`config.mk`:
```
export PLATFORM = sky130hd
export DESIGN_NAME = input_debounce_2
export DESIGN_NICKNAME = d
export VERILOG_FILES = /design/src/rtl/input_debounce_pkg.sv /design/src/rtl/input_debounce_2_ch.sv /design/src/rtl/input_debounce_2.sv
export SDC_FILE = /design/constraint.sdc
export NUM_CORES = 1
export LEC_CHECK = 0
export ABC_AREA = 1
export CORE_MARGIN = 4
export CORE_UTILIZATION = 61
export CTS_CLUSTER_DIAMETER = 30
export CTS_CLUSTER_SIZE = 30
export DETAILED_ROUTE_END_ITERATION = 8
export PLACE_DENSITY = 0.79
export SLEW_MARGIN = 10
export SYNTH_ARGS = -nofsm -noshare
export SYNTH_HDL_FRONTEND = slang
export SYNTH_HIERARCHICAL = 1
export SYNTH_SLANG_ARGS = --single-unit
export TNS_END_PERCENT = 100
```
`constraint.sdc`:
```
create_clock -name clk -period 1.7 [get_ports clk]
set_input_delay 0.51 -clock clk [delete_from_list [all_inputs] [get_ports clk]]
set_output_delay 0.51 -clock clk [all_outputs]
set_load 0.05 [all_outputs]
```
`src/rtl/input_debounce_pkg.sv`:
```
// Shared constants for the two-channel switch debouncer.
// Hardware defaults target 10 ms at 100 MHz; the sim constant keeps benches short.
package input_debounce_pkg;

    localparam int DB_CYCLES_DEFAULT = 1000000;
    localparam int CNT_W_DEFAULT     = 20;
    localparam int DB_CYCLES_SIM     = 4;

    // True when a counter of width w can reach n without wrapping.
    function automatic bit cnt_fits(input int w, input int n);
        return (64'(1) << w) >= 64'(n);
    endfunction

endpackage

```
`src/rtl/input_debounce_2_ch.sv`:
```
// One debounce channel: two-flop synchronizer, persistence counter,
// accepted level register and registered rise pulse.
module debounce_ch
    import input_debounce_pkg::*;
#(
    parameter int DB_CYCLES = DB_CYCLES_DEFAULT,
    parameter int CNT_W     = CNT_W_DEFAULT
) (
    input  logic clk,
    input  logic rst_n,
    input  logic raw,
    output logic level,
    output logic rise
);

    if (DB_CYCLES < 2) begin : g_bad_db
        $error("debounce_ch: DB_CYCLES must be at least 2");
    end

    if (!cnt_fits(CNT_W, DB_CYCLES)) begin : g_bad_w
        $error("debounce_ch: CNT_W too narrow for DB_CYCLES");
    end

    localparam logic [CNT_W-1:0] CNT_LAST = CNT_W'(DB_CYCLES - 1);
    localparam logic [CNT_W-1:0] CNT_ONE  = CNT_W'(1);

    logic             s1;
    logic             s2;
    logic [CNT_W-1:0] cnt;
    logic             differ;
    logic             done;

    assign differ = s2 != level;
    assign done   = differ && (cnt == CNT_LAST);

    always_ff @(posedge clk or negedge rst_n) begin
        if (!rst_n) begin
            s1 <= 1'b0;
            s2 <= 1'b0;
        end else begin
            s1 <= raw;
            s2 <= s1;
        end
    end

    // Count consecutive mismatches; the final one is accepted and clears.
    always_ff @(posedge clk or negedge rst_n) begin
        if (!rst_n) begin
            cnt <= '0;
        end else if (!differ || done) begin
            cnt <= '0;
        end else begin
            cnt <= cnt + CNT_ONE;
        end
    end

    always_ff @(posedge clk or negedge rst_n) begin
        if (!rst_n) begin
            level <= 1'b0;
            rise  <= 1'b0;
        end else begin
            rise <= done && s2;
            if (done) begin
                level <= s2;
            end
        end
    end

endmodule

```
`src/rtl/input_debounce_2.sv`:
```
// Two independent debounced switch inputs with rise pulses.
// Each channel carries its own synchronizer and counter.
module input_debounce_2
    import input_debounce_pkg::*;
#(
    parameter int DB_CYCLES = DB_CYCLES_DEFAULT,
    parameter int CNT_W     = CNT_W_DEFAULT
) (
    input  logic clk,
    input  logic rst_n,
    input  logic a_raw,
    input  logic b_raw,
    output logic a,
    output logic b,
    output logic a_rise,
    output logic b_rise
);

    debounce_ch #(
        .DB_CYCLES (DB_CYCLES),
        .CNT_W     (CNT_W)
    ) u_ch_a (
        .clk   (clk),
        .rst_n (rst_n),
        .raw   (a_raw),
        .level (a),
        .rise  (a_rise)
    );

    debounce_ch #(
        .DB_CYCLES (DB_CYCLES),
        .CNT_W     (CNT_W)
    ) u_ch_b (
        .clk   (clk),
        .rst_n (rst_n),
        .raw   (b_raw),
        .level (b),
        .rise  (b_rise)
    );

endmodule
```
=== Word level (Yosys, flattened, before mapping) ===
Cells that the tools add are included.

* Word-level logic and storage cells: 26
* Bits of input ports: 4
* Bits in registers: 48
* Output and inout port bits: 4

* Equal/unequal tests: 4
* Add/subtract/negate cells: 2
* Mux-type cells: 2
* Reductions and logical operators: 8

{| class="wikitable"
|+ Operators by type and width
! operator !! count
|-
| $add 20x1->20 const B || 2
|-
| $eq 20x20->1 const B || 2
|-
| $mux 20 || 2
|-
| $logic_and 1x1->1 || 4
|-
| $logic_not 1->1 || 2
|-
| $logic_or 1x1->1 || 2
|-
| $ne 1x1->1 || 2
|}

=== Logic depth before layout (Yosys ltp) ===
* Depth after elaboration: 4
* Gate-level depth with buffers: 9
* Depth with buffers taken out: 9

=== By module ===
The synthesis kept the hierarchy.

{| class="wikitable"
|+ By module, submodules not included
! module !! instances !! seq. area each (um2) !! cells an instance !! area an instance (um2)
|-
| debounce_ch || 2 || 600.6 || 176 || 1298.7
|}

=== Least setup slack after synthesis ===
OpenSTA, ideal clock, no wires.

* Kind: flip-flop to flip-flop
* Start point: register u_ch_a.level
* End point: register u_ch_a.cnt[14]
* Required time: 1.629 ns
* Stages on the path, launching flop included: 5
* Setup time: 0.071 ns
* Path slack: 0.292 ns
* Clock period less this slack: 1.408 ns
* Arrival: 1.337 ns
* Buffers on the path: 1
* Cell sequence: dfrtp_1 > xor2_1 > nand2_4 > buf_6 > nor2_1

* Cells in the longest elaborated chain, start to end: 4
* Elaborated cells on any way between the ends: 5
* Those cells by class: eq/ne (1); mux (1); reduce/logical (3)

{| class="wikitable"
|+ RTL lines
! element !! RTL line !! text
|-
| start: declaration || input_debounce_2_ch.sv:12 || <nowiki>output logic level,</nowiki>
|-
| start signal: assignment || input_debounce_2_ch.sv:59 || <nowiki>level <= 1'b0;</nowiki>
|-
| start signal: assignment || input_debounce_2_ch.sv:64 || <nowiki>level <= s2;</nowiki>
|-
| $ne 1x1->1 (*) || input_debounce_2_ch.sv:33 || <nowiki>assign differ = s2 != level;</nowiki>
|-
| $logic_not 1->1 or $logic_and 1x1->1 (tied branches) || input_debounce_2_ch.sv:50, input_debounce_2_ch.sv:34 ||
|-
| $logic_or 1x1->1 (*) || input_debounce_2_ch.sv:50 || <nowiki>end else if (!differ || done) begin</nowiki>
|-
| $mux 20 (*) || input_debounce_2_ch.sv:50 ||
|-
| end signal: assignment || input_debounce_2_ch.sv:53 || <nowiki>cnt <= cnt + CNT_ONE;</nowiki>
|-
| end: declaration || input_debounce_2_ch.sv:29 || <nowiki>logic [CNT_W-1:0] cnt;</nowiki>
|}

Mark *: on every way between the ends. The rest lies on a longest branch, timed or not.
A chain may end at the register's enable or synchronous reset.

=== Worst setup path in the final report ===
* Start point: register u_ch_a.cnt[0]
* End point: register u_ch_a.cnt[0]

* Cells in the longest elaborated chain, start to end: 4
* Elaborated cells on any way between the ends: 5
* Those cells by class: add/sub (1); eq/ne (1); mux (1); reduce/logical (2)

{| class="wikitable"
|+ RTL lines
! element !! RTL line
|-
| branches (longest 3 deep; another with $add 20x1->20) || --
|-
| $mux 20 (*) || input_debounce_2_ch.sv:50
|}

Every way passes the cells marked *.

==> impl_metrics.tcl <==
set metrics [dict create \
    ir_drop_v 0.000554 \
    rsz0062_at_grt "false" \
    holdWs_ps 174 \
    grt_usage 0.233 \
    power_density_mw_per_mm2 720 \
    grt_pass1_wl_um 9720 \
    avgViaCountPerCell 5.30 \
    num-fill-cells 322 \
    gp_congestion 0.970 \
    final_cell_mix "92 x nor2_1, 88 x nand2_1, 48 x dfrtp_1" \
    die_w_um 73.3 \
    drive_gt1_frac 0.0792 \
    final_nets 371 \
    path_cells "ha_1 > nand2_1 > nor2_2 > nand3_2 > nand2_4 > nor2_1" \
    synth_cells 352 \
    final_common_cell "nor2_1" \
    final_hold_viol_count 0 \
    path_buf_inv 0 \
    cts_max_level 2 \
    postRouteWirelength_um 5330 \
    numCtsBuffers 5 \
    fin_total_pwr_mw 2.08 \
    syn_area_per_cell_um2 7.38 \
    cp-start-kind "register" \
    port_buffers 7 \
    area_growth_pct 11.1 \
    synth-seq-area-share 0.462 \
    ys_seq_elements 48 \
    outcome "finished, final reports clean" \
    maxCapViolations 0 \
    grt_pass1_vias 2111 \
    fin_crit_sh 0.893 \
    placed_area_mm2 0.00276 \
    end_kind "register" \
    fin_crit_ps 1520 \
    clk_pin_slew_ps 90 \
    ant_nets 0 \
    worstSetupPathType "reg2reg" \
    regArea_mm2 0.00120 \
    dpl_worst_slack_ps 146 \
    diodes 0 \
    clock_sinks 48 \
    dp_hpwl_um 3790 \
    clock_skew_ps 7.51 \
    fmax_mhz 659 \
    yosysWarnings 6 \
    drc 0 \
    arrival_ps 1710 \
    hold_path_class "in2async" \
    post-route-util 0.711 \
    placementRows 23 \
    die_h_um 73.3 \
    tightest_slew_ps 392 \
    coreArea_mm2 0.00406 \
    io_pins 8 \
    initial_core_util 0.640 \
    cts_tree "yes" \
    multi_input_area_mm2 0.00123 \
    dieArea_mm2 0.00537 \
    syn_nets 358 \
    ctsRootBufferMaster "clkbuf_8" \
    fin_setup_tns_ps 0 \
    clk_path_buf_depth 2 \
    dpl.cell_count 408 \
    vias 2203 \
    drt_pass1_iterations 5 \
    synth_cell_types 22 \
    overflow 0 \
    cp_top_family "simple AND/OR/NAND/NOR gates" \
    grt_antenna_before_repair 0 \
    finalMaxSlewViolations 0 \
    setup_violations 0 \
    insertion_delay_ps 310 \
    slew_headroom 0.738 \
    drt_iter0_drc 292 \
    post_drt_wl_per_cell_um 12.8 \
    grt_max_degree 49 \
    synth_area_mm2 0.00260 \
    final-instance-count-excl-fill 416 \
    crit_required_ps 1890 \
    design_area_mm2 0.00289 \
    holdBufCountCts 0 \
    p_leak_nw 1.27 \
    max_stage_delay_ps 410 \
    critPathMaxFanout 18 \
    setup_slack_ps 183 \
    critPathSlowestCell "dfrtp_1" \
]
==> state kept, by name (all words and copies together), names as in the netlist <==
register	flops
u_ch_b/rise	1
u_ch_a/cnt	20
u_ch_a/rise	1
u_ch_a/s2	1
u_ch_a/level	1
u_ch_b/s2	1
u_ch_b/s1	1
u_ch_b/cnt	20
u_ch_a/s1	1
u_ch_b/level	1
==> worst paths after layout <==
check	from	end	slack, ps	depth (start not counted)
max	u_ch_a/cnt[0]	u_ch_a/cnt[0]	180	6
min in group clk	u_ch_b/s1	u_ch_b/s2	370	0
max in group asynchronous	rst_n	u_ch_b/cnt[18]	1300	2
max reg2reg	u_ch_a/cnt[0]	u_ch_a/cnt[0]	180	6
min reg2reg	u_ch_b/s1	u_ch_b/s2	370	0
min	rst_n	u_ch_b/cnt[4]	170	2
==> kinds of logic after synthesis <==
| kind of cell | after synthesis | share of synthesized area |
|---|---|---|
| compound gates | 12 | 0.0250 |
| fa+ha+maj | 2 | 0.00963 |
| flops | 48 | 0.462 |
| simple gates | 230 | 0.380 |
| xor+xnor | 16 | 0.0540 |
| buf+inv | 44 | 0.0694 |
==> per-layer routing <==
metal	up-vias	part of all wire	wire length, um	track usage
li1	1108	-	-	-
met1	1005	0.50	2690	0.357
met2	83	0.42	2240	0.333
met3	7	0.063	337	0.0424
met4	0	0.012	66	0.0758
met5	-	0	0	0
==> cell type report <==
cell class / instances / area share
inverter: 42 / 0.0546
timing repair buffer: 8 / 0.0433
sequential: 48 / 0.416
multi-input combinational: 260 / 0.426
clock buffer: 5 / 0.0238
clock inverter: 3 / 0.0147
tap: 50 / 0.0217
==> where the power goes <==
| part | total [mW] | switching (mW) | internal [mW] |
|---|---|---|---|
| clock | 0.825 | 0.389 | 0.435 |
| sequential | 1.17 | 0.0158 | 1.16 |
| combinational | 0.0809 | 0.0548 | 0.0262 |
==> Yosys cell counts <==
master / instances / share of area
nor2_1: 92 / 0.13
nand4_1: 8 / 0.019
buf_6: 2 / 0.0087
nand3_1: 24 / 0.046
nand3_2: 2 / 0.0077
xor2_1: 8 / 0.027
nand2_2: 2 / 0.0048
inv_2: 2 / 0.0029
dfrtp_1: 48 / 0.46
nor2_2: 4 / 0.0096
nand2_1: 88 / 0.13
nand3b_1: 2 / 0.0058
a21oi_1: 2 / 0.0039
xnor2_1: 8 / 0.027
o21bai_1: 2 / 0.0058
o21ai_0: 8 / 0.015
inv_1: 40 / 0.058
ha_1: 2 / 0.0096
nor3_1: 2 / 0.0039
nand2_4: 2 / 0.0087
and2_1: 2 / 0.0048
nor2_4: 2 / 0.0087
==> what timing repair did <==
action,CTS,global route
endpoints found under the setup margin,0,19
setup buffers,0,0
gates resized for setup,0,2
No activity file was read; power rests on OpenSTA's default activity.
